### src/rtl/multicast_sender_if.sv
// Multicast bus handshake bundle.
// Upstream side: in_valid/in_tag/in_value in, in_ready back.
// Bus side: tag_out/enable_out/value_out out, ready_in back.
// slave  : view taken by the sender (multicast_sender).
// master : view taken by whoever feeds the sender and models the bus.
interface multicast_sender_if #(
  parameter int ID_LEN    = 4,
  parameter int VALUE_LEN = 32
);
  logic                 in_valid;
  logic [ID_LEN-1:0]    in_tag;
  logic [VALUE_LEN-1:0] in_value;
  logic                 in_ready;
  logic [ID_LEN-1:0]    tag_out;
  logic                 enable_out;
  logic [VALUE_LEN-1:0] value_out;
  logic                 ready_in;

  modport slave (
    input  in_valid, in_tag, in_value, ready_in,
    output in_ready, tag_out, enable_out, value_out
  );

  modport master (
    output in_valid, in_tag, in_value, ready_in,
    input  in_ready, tag_out, enable_out, value_out
  );
endinterface

### src/rtl/multicast_sender.sv
// Transmit end of the PE-array multicast bus.
// Upstream (tag, value) beats are queued in a DEPTH-entry FIFO and handed to
// an output register (OR) that drives the bus; a beat is held until ready_in
// is sampled high. An empty sender bypasses the FIFO so a beat accepted at
// edge N is on the bus in cycle N+1.
// Ports:
//   clk, rst   : clock, async active-low reset
//   flush      : synchronous clear of all queued and in-flight beats
//   bus        : handshake bundle (slave view)
//   count      : beats held (FIFO + OR), 0..DEPTH+1
//   idle       : count == 0
module multicast_sender #(
  parameter int ID_LEN    = 4,
  parameter int VALUE_LEN = 32,
  parameter int DEPTH     = 4
) (
  input  logic                         clk,
  input  logic                         rst,
  input  logic                         flush,
  multicast_sender_if.slave            bus,
  output logic [$clog2(DEPTH+2)-1:0]   count,
  output logic                         idle
);
  localparam int AW = $clog2(DEPTH);
  localparam int CW = $clog2(DEPTH+2);

  typedef struct packed {
    logic [ID_LEN-1:0]    tag;
    logic [VALUE_LEN-1:0] value;
  } beat_t;

  beat_t         mem [DEPTH];
  logic [AW:0]   wr_ptr, rd_ptr;
  beat_t         or_q;
  logic          or_vld;

  beat_t         in_beat;
  logic          fifo_empty, fifo_full;
  logic          acc, xfer, or_load, pop, bypass, push;
  logic [AW:0]   fifo_cnt;

  assign in_beat    = '{tag: bus.in_tag, value: bus.in_value};
  // Extra wrap bit distinguishes full from empty when the indices match.
  assign fifo_empty = (wr_ptr == rd_ptr);
  assign fifo_full  = (wr_ptr[AW] != rd_ptr[AW]) &&
                      (wr_ptr[AW-1:0] == rd_ptr[AW-1:0]);

  assign bus.in_ready = !fifo_full && !flush;
  assign acc     = bus.in_valid && bus.in_ready;
  assign xfer    = or_vld && bus.ready_in;
  assign or_load = !or_vld || xfer;
  assign pop     = or_load && !fifo_empty && !flush;
  // Bypass only when nothing is queued ahead, so ordering stays strict FIFO.
  assign bypass  = or_load && fifo_empty && acc;
  assign push    = acc && !bypass;

  always_ff @(posedge clk or negedge rst) begin
    if (!rst) begin
      wr_ptr <= '0;
      rd_ptr <= '0;
      or_vld <= 1'b0;
      or_q   <= '0;
    end else if (flush) begin
      wr_ptr <= '0;
      rd_ptr <= '0;
      or_vld <= 1'b0;
    end else begin
      if (push) wr_ptr <= wr_ptr + 1'b1;
      if (pop)  rd_ptr <= rd_ptr + 1'b1;
      if (or_load) begin
        if (!fifo_empty) begin
          or_q   <= mem[rd_ptr[AW-1:0]];
          or_vld <= 1'b1;
        end else if (acc) begin
          or_q   <= in_beat;
          or_vld <= 1'b1;
        end else begin
          or_vld <= 1'b0;
        end
      end
    end
  end

  // Storage needs no reset: entries are only read behind a valid pointer.
  always_ff @(posedge clk) begin
    if (push) mem[wr_ptr[AW-1:0]] <= in_beat;
  end

  assign bus.enable_out = or_vld;
  assign bus.tag_out    = or_vld ? or_q.tag   : '0;
  assign bus.value_out  = or_vld ? or_q.value : '0;

  assign fifo_cnt = wr_ptr - rd_ptr;
  assign count    = CW'(fifo_cnt) + CW'(or_vld);
  assign idle     = (count == '0);
endmodule

### src/flat_wrapper.sv
// flat-port wrapper written by rule: the top's interface ports become plain ports
module multicast_sender_flat 
#(
  parameter int ID_LEN    = 4,
  parameter int VALUE_LEN = 32,
  parameter int DEPTH     = 4
)
  (clk, rst, flush, count, idle, bus_in_valid, bus_in_tag, bus_in_value, bus_ready_in, bus_in_ready, bus_tag_out, bus_enable_out, bus_value_out);
  multicast_sender_if #(.ID_LEN(ID_LEN), .VALUE_LEN(VALUE_LEN)) bus_i ();
  input  logic clk;
  input  logic rst;
  input  logic flush;
  output logic [$clog2(DEPTH+2)-1:0] count;
  output logic idle;
  input wire logic [$bits(bus_i.in_valid)-1:0] bus_in_valid;
  input wire logic [$bits(bus_i.in_tag)-1:0] bus_in_tag;
  input wire logic [$bits(bus_i.in_value)-1:0] bus_in_value;
  input wire logic [$bits(bus_i.ready_in)-1:0] bus_ready_in;
  output wire logic [$bits(bus_i.in_ready)-1:0] bus_in_ready;
  output wire logic [$bits(bus_i.tag_out)-1:0] bus_tag_out;
  output wire logic [$bits(bus_i.enable_out)-1:0] bus_enable_out;
  output wire logic [$bits(bus_i.value_out)-1:0] bus_value_out;
  assign bus_i.in_valid = bus_in_valid;
  assign bus_i.in_tag = bus_in_tag;
  assign bus_i.in_value = bus_in_value;
  assign bus_i.ready_in = bus_ready_in;
  assign bus_in_ready = bus_i.in_ready;
  assign bus_tag_out = bus_i.tag_out;
  assign bus_enable_out = bus_i.enable_out;
  assign bus_value_out = bus_i.value_out;
  multicast_sender #(.ID_LEN(ID_LEN), .VALUE_LEN(VALUE_LEN), .DEPTH(DEPTH)) u_core (.clk(clk), .rst(rst), .flush(flush), .bus(bus_i), .count(count), .idle(idle));
endmodule
### config.mk
export PLATFORM = sky130hd
export DESIGN_NAME = multicast_sender_flat
export DESIGN_NICKNAME = d
export VERILOG_FILES = /design/src/rtl/multicast_sender_if.sv /design/src/rtl/multicast_sender.sv /design/src/flat_wrapper.sv
export SDC_FILE = /design/constraint.sdc
export NUM_CORES = 1
export LEC_CHECK = 0
export ABC_AREA = 1
export ABC_CLOCK_PERIOD_IN_PS = 7830
export BUFFER_PORTS_ARGS = -buffer_cell sky130_fd_sc_hd__buf_2
export CAP_MARGIN = 40
export CORE_ASPECT_RATIO = 0.8
export CORE_UTILIZATION = 30
export CTS_BUF_LIST = sky130_fd_sc_hd__clkbuf_16
export CTS_CLUSTER_SIZE = 28
export DETAILED_ROUTE_END_ITERATION = 6
export RECOVER_POWER = 50
export SLEW_MARGIN = 20
export SYNTH_ARGS = -nofsm -noshare
export SYNTH_HDL_FRONTEND = slang
export SYNTH_SLANG_ARGS = --single-unit
### constraint.sdc
create_clock -name clk -period 7.83 [get_ports clk]
set_clock_uncertainty 0.2 [all_clocks]
set_input_delay 0.783 -clock clk [delete_from_list [all_inputs] [get_ports clk]]
set_output_delay 0.783 -clock clk [all_outputs]
set_load 0.005 [all_outputs]
---- Yosys cells after proc, flatten, opt, wreduce, memory -nomap -nowiden ----
Memory sizes are Yosys's and may differ from the RTL's.
Cells that the tools add are included.
Widths: inputs -> output; s select.
word-level totals
  register bits after elaboration ......... 43
  logic and storage cells ................. 49
  bits in writable memories ............... 144
  memories ................................ 1
  ROM bits ................................ 0
  latch bits .............................. 0
  output and inout bits ................... 42
operators by class
  reduce and logical (&&, ||, !) cells .... 20
  order comparisons ....................... 0
  bitwise gates (word level) .............. 1
  equality and inequality tests ........... 4
  multipliers ............................. 0
  shift operators ......................... 0
  add/sub/neg operators ................... 4
  mux-type cells .......................... 14
  divide/modulo/power cells ............... 0
memory list
  name        words  width  rd ports  clocked after memory_dff  write ports  line                    text
  u_core.mem  4      36     1         0                         1            multicast_sender.sv:32  beat_t mem [DEPTH];
operators with widths
  cell                 number
  $mux 36              2
  $mux 32              1
  $mux 3               4
  $logic_and 1x1->1    9
  $add 3x1->3 const B  2
  $mux 1               6
  $reduce_bool 2->1    3
  $logic_not 1->1      5
  $mux 4               1
  $add 3x1->3          1
  $eq 3x3->1           1
  $logic_not 3->1      1
  $reduce_and 3->1     1
  $sub 3x3->3          1
  $eq 2x2->1           1
  $ne 2x2->1 const B   1
  $logic_or 1x1->1     1
  $ne 1x1->1           1
  $not 1->1            1

---- Longest topological paths before layout ----
  depth after elaboration ................. 10
  depth in mapped cells ................... 12
  depth with buffers taken out ............ 9

---- Worst setup path after synthesis ----
Ideal clock, no wire load.
  path kind ............................... reg-to-reg
  start point ............................. register u_core.rd_ptr[1]
  end point ............................... memory u_core.mem[0][0] (netlist name), enable pin
  buffers on the path ..................... 2
  clock period less this slack ............ 3.769 ns
  cell stages (with the launch flop) ...... 10
  setup time .............................. 0.429 ns
  arrival ................................. 3.139 ns
  setup slack ............................. 4.061 ns
  cells stage by stage .................... dfrtp_1 > inv_1 > buf_2 > clkbuf_1 > ha_1 > nand3_1 > nor2_1 > nor2_1 > nand3_1 > nor2_1
on the way
  longest elaborated chain between the ends .. 10
  elaborated cells between the ends (all ways) .. 12
ends and longest elaborated chain
  element                           line                    text
  from (decl)                       multicast_sender.sv:33  logic [AW:0] wr_ptr, rd_ptr;
  from (signal assigned)            multicast_sender.sv:69  if (pop) rd_ptr <= rd_ptr + 1'b1;
  $eq 2x2->1 (*)                    multicast_sender.sv:46  (wr_ptr[AW-1:0] == rd_ptr[AW-1:0]);
  $logic_and 1x1->1 (*)             multicast_sender.sv:45  assign fifo_full = (wr_ptr[AW] != rd_ptr[AW]) &&
  $logic_not 1->1 (*)               multicast_sender.sv:48  assign bus.in_ready = !fifo_full && !flush;
  $logic_and 1x1->1 (*)             multicast_sender.sv:48
  via bus_in_ready                  flat_wrapper.sv:19      output wire logic [$bits(bus_i.in_ready)-1:0] bus_in_ready;
  $logic_and 1x1->1 (*)             multicast_sender.sv:49  assign acc = bus.in_valid && bus.in_ready;
  $logic_and 1x1->1                 multicast_sender.sv:54  assign bypass = or_load && fifo_empty && acc;
  $logic_not 1->1                   multicast_sender.sv:55  assign push = acc && !bypass;
  $logic_and 1x1->1 (*)             multicast_sender.sv:55
  $mux 1 (*)                        multicast_sender.sv:86  if (push) mem[wr_ptr[AW-1:0]] <= in_beat;
  $mux 1 (implied by the code) (*)  multicast_sender.sv:86
  to (decl)                         multicast_sender.sv:32
The timed path passes the listed nets; every way through them passes the cells marked *.

---- Final worst setup path ----
  start point ............................. register u_core.rd_ptr[0]
  end point ............................... memory u_core.mem[0][8] (netlist name), enable pin
on the way
  longest elaborated chain between the ends .. 10
  elaborated cells between the ends (all ways) .. 12
ends and longest elaborated chain
  element                           line
  $eq 2x2->1                        multicast_sender.sv:46
  $logic_and 1x1->1                 multicast_sender.sv:45
  $logic_not 1->1                   multicast_sender.sv:48
  $logic_and 1x1->1                 multicast_sender.sv:48
  $logic_and 1x1->1                 multicast_sender.sv:49
  $logic_and 1x1->1                 multicast_sender.sv:54
  $logic_not 1->1                   multicast_sender.sv:55
  $logic_and 1x1->1 (*)             multicast_sender.sv:55
  $mux 1 (*)                        multicast_sender.sv:86
  $mux 1 (implied by the code) (*)  multicast_sender.sv:86
Every way passes the cells marked *; elsewhere a longest branch is shown, timed or not.

==> impl_metrics.py <==
metrics = {
    "outcome": {
        "outcome": "complete, but fails checks",
        "violations": "capacitance limit, slew limit",
    },
    "place": {
        "post-dp-hpwl_um": 10410,
        "place_ws_ps": 4207,
        "dpl.cell_count": 1222,
        "globalplace.congestion": 0.7612,
        "postPlaceCellArea_sq_um": 8851,
        "io_buffer_count": 82,
    },
    "grt": {
        "antenna_found_initial": 3,
        "grt_usage_pct": 14.07,
        "grt_max_degree": 77,
        "overflow": 0,
        "grt_first_pass_wirelength_um": 29100,
        "grt_pass1_vias": 5128,
    },
    "drt": {
        "avgViaCountPerCell": 4.412,
        "final_antenna_net_count": 0,
        "avgRoutedWirePerCell_um": 14.85,
        "drt-initial-drc-count": 390,
        "vias": 5546,
        "drcViolationCount": 0,
        "wirelength_um": 18660,
        "dr.pass1.iters": 4,
    },
    "synthesis": {
        "synth-seq-area-share_pct": 66.36,
        "synth_cell_types": 26,
        "synth_top_flop_cell": "edfxtp_1",
        "yosys.area.top_type": "edfxtp_1",
        "syn-num-nets": 866,
        "synth_most_common_cell": "nand2_1",
        "synthTopCellsByCount": "nand2_1 (270), edfxtp_1 (144), nor2_1 (118), o21ai_0 (100), inv_1 (51)",
        "avgSynthCellArea_sq_um": 9.973,
        "ys_ff_latch": 187,
        "async_reset_ff_share_pct": 22.99,
        "yosysTopAreaCellShare_pct": 53.14,
        "yosys_warnings": 0,
        "synth-edff-count": 144,
        "netlist_area_sq_um": 8138,
        "synth_area_leaders": "edfxtp_1 (53%), dfrtp_1 (13%), nand2_1 (12%)",
        "syn_inst": 816,
    },
    "floorplan": {
        "die_x_um": 186.1,
        "die_h_um": 149.3,
        "start_util_pct": 30.76,
        "rows": 53,
        "die_area_sq_um": 27790,
        "ios": 83,
        "core_sq_um": 26460,
    },
    "worst_setup_path": {
        "crit_fanout": 76,
        "cp.arrival_ps": 5090,
        "crit_type": "reg -> reg",
        "r2r_cells": 9,
        "cp_data_required_time_ps": 7730,
        "worst_setup_path_start_kind": "register",
        "endpoint_kind": "register",
    },
    "timing": {
        "worst_slack_ps": 2630,
        "tightestPinTransition_ps": 3155,
        "final-setup-viol-count": 0,
        "slew_viol_final": 160,
        "finalCriticalPeriod_ps": 5200,
        "rsz0062_at_grt": "no",
        "max_freq_mhz": 192.3,
        "finalCritPeriodShare_pct": 66.41,
        "setup_tns_ps": 0,
        "hold_violations": 0,
        "slew_headroom_pct": -110.4,
    },
    "clock_network": {
        "cts_hold_buffers": 0,
        "cts.clk_slew.worst_paths_ps": 70,
        "cts_tree": "yes",
        "postCtsSetupBuffers": 0,
        "cts.path.max_buffers": 2,
        "htree_levels": 4,
        "clkLatencyLatePin_ps": 430,
        "cts_sinks": 187,
        "cts_buffers": 17,
        "root_buffer": "clkbuf_16",
        "cts_resized": 0,
    },
    "run": {
        "maxCapViolations": 3,
    },
    "cells_and_area": {
        "drive_above_1_share_pct": 9.131,
        "area_growth_pct": 14.84,
        "fin_area_sq_um": 9345,
        "final_cells": 1257,
        "fillers": 2674,
        "final_nets": 935,
    },
    "power_and_ir_drop": {
        "powerDensity_nw_per_um2": 307.5,
        "vdd_drop_max_v": 0.0001665,
        "p_leak_nw": 4.035,
    },
    "min_path": {
        "holdPathStages": 2,
        "hold_class": "reg -> reg",
    },
}
routing by layer:
metal / wire (um) / vias up / track usage [%]
li1: - / 2797 / -
met1: 9294 / 2589 / 19.76
met2: 8131 / 131 / 21.08
met3: 893 / 27 / 3.296
met4: 330 / 2 / 5.082
met5: 13 / - / 0
power by group:
group / switching, W / leakage [nW] / total [W] / internal (W)
Sequential: 0.0000807 / 1.84 / 0.00128 / 0.00120
Combinational: 0.000536 / 1.93 / 0.000796 / 0.000260
Clock: 0.000367 / 0.265 / 0.000798 / 0.000431
Total: 0.000983 / 4.03 / 0.00287 / 0.00189
cell families (layout without fill, tap and decap cells):
family | count (synthesis) | in the layout | synth area share, %
AND/OR/NAND/NOR | 405 | 405 | 19.10
adder cells (fa/ha/maj) | 9 | 9 | 1.476
XOR/XNOR | 4 | 4 | 0.4306
flip-flops | 187 | 187 | 66.36
buffers and inverters | 98 | 180 | 5.596
other | 0 | 2 | 0
AO/OA/AOI/OAI | 113 | 113 | 7.042
sequential cells by signal (all words and copies together), names as in the netlist:
name                   count
u_core.bus.enable_out      1
u_core.or_q               36
u_core.rd_ptr              3
u_core.wr_ptr              3
u_core.mem               144
critical path, cell delays in order, from the launching register on:
cell      delay (ps)
dfrtp_2          400
inv_1             50
clkbuf_1        2210
nand2_1          210
nand3_1          200
nor2_1            50
nor2_1           130
nand3_1          390
nor2_4           520
buf_4            440
layout by cell type (no fill, tap or decap), types with 6 or more instances in the layout:
cell       instances
clkinv_1           6
clkbuf_16         17
o21ai_1           11
dfrtp_1           42
clkbuf_1          48
buf_2             36
nor2_1           114
ha_1               8
edfxtp_1         144
inv_1             52
nand2_1          270
nand3_1           14
buf_4              6
o21ai_0          100
path summary, 6_finish.rpt:
path / end / slack (ps) / start
max reg2reg: u_core.mem[0][8]$_DFFE_PP_ / 2630 / u_core.rd_ptr[0]$_DFFE_PN0P_
min: u_core.or_q[14]$_DFFE_PN0P_ / 280 / u_core.or_q[14]$_DFFE_PN0P_
min reg2reg: u_core.or_q[14]$_DFFE_PN0P_ / 280 / u_core.or_q[14]$_DFFE_PN0P_
max: u_core.mem[0][8]$_DFFE_PP_ / 2630 / u_core.rd_ptr[0]$_DFFE_PN0P_
max in group asynchronous: u_core.rd_ptr[0]$_DFFE_PN0P_ / 4660 / rst
min in group asynchronous: u_core.bus.enable_out$_DFFE_PN0P_ / 1020 / rst
layout make-up:
| cell class | instances | area (sq um) | area share (%) |
|---|---|---|---|
| repair buffers | 91 | 432.9 | 4.632 |
| flip-flops and latches | 187 | 5401 | 57.80 |
| clock inverters | 15 | 110.1 | 1.178 |
| well taps | 357 | 446.7 | 4.780 |
| clock buffers | 17 | 425.4 | 4.552 |
| multi-input cells | 531 | 2307 | 24.69 |
| inverters | 57 | 216.5 | 2.316 |
| diodes | 2 | 5.005 | 0.05355 |
metrics by stage:
step / util (%) / hold WS, ps / total power (W)
after floorplan: - / 249.2 / 0.001862
final: 35.32 / 279.4 / 0.002874
after global placement: 33.44 / 261.8 / 0.002091
after global routing: 35.31 / 295.7 / 0.003078
after detailed placement: 33.45 / 266.4 / 0.002101
after CTS: 35.48 / 197.4 / 0.002902
Power figures use the tool's default switching activity.
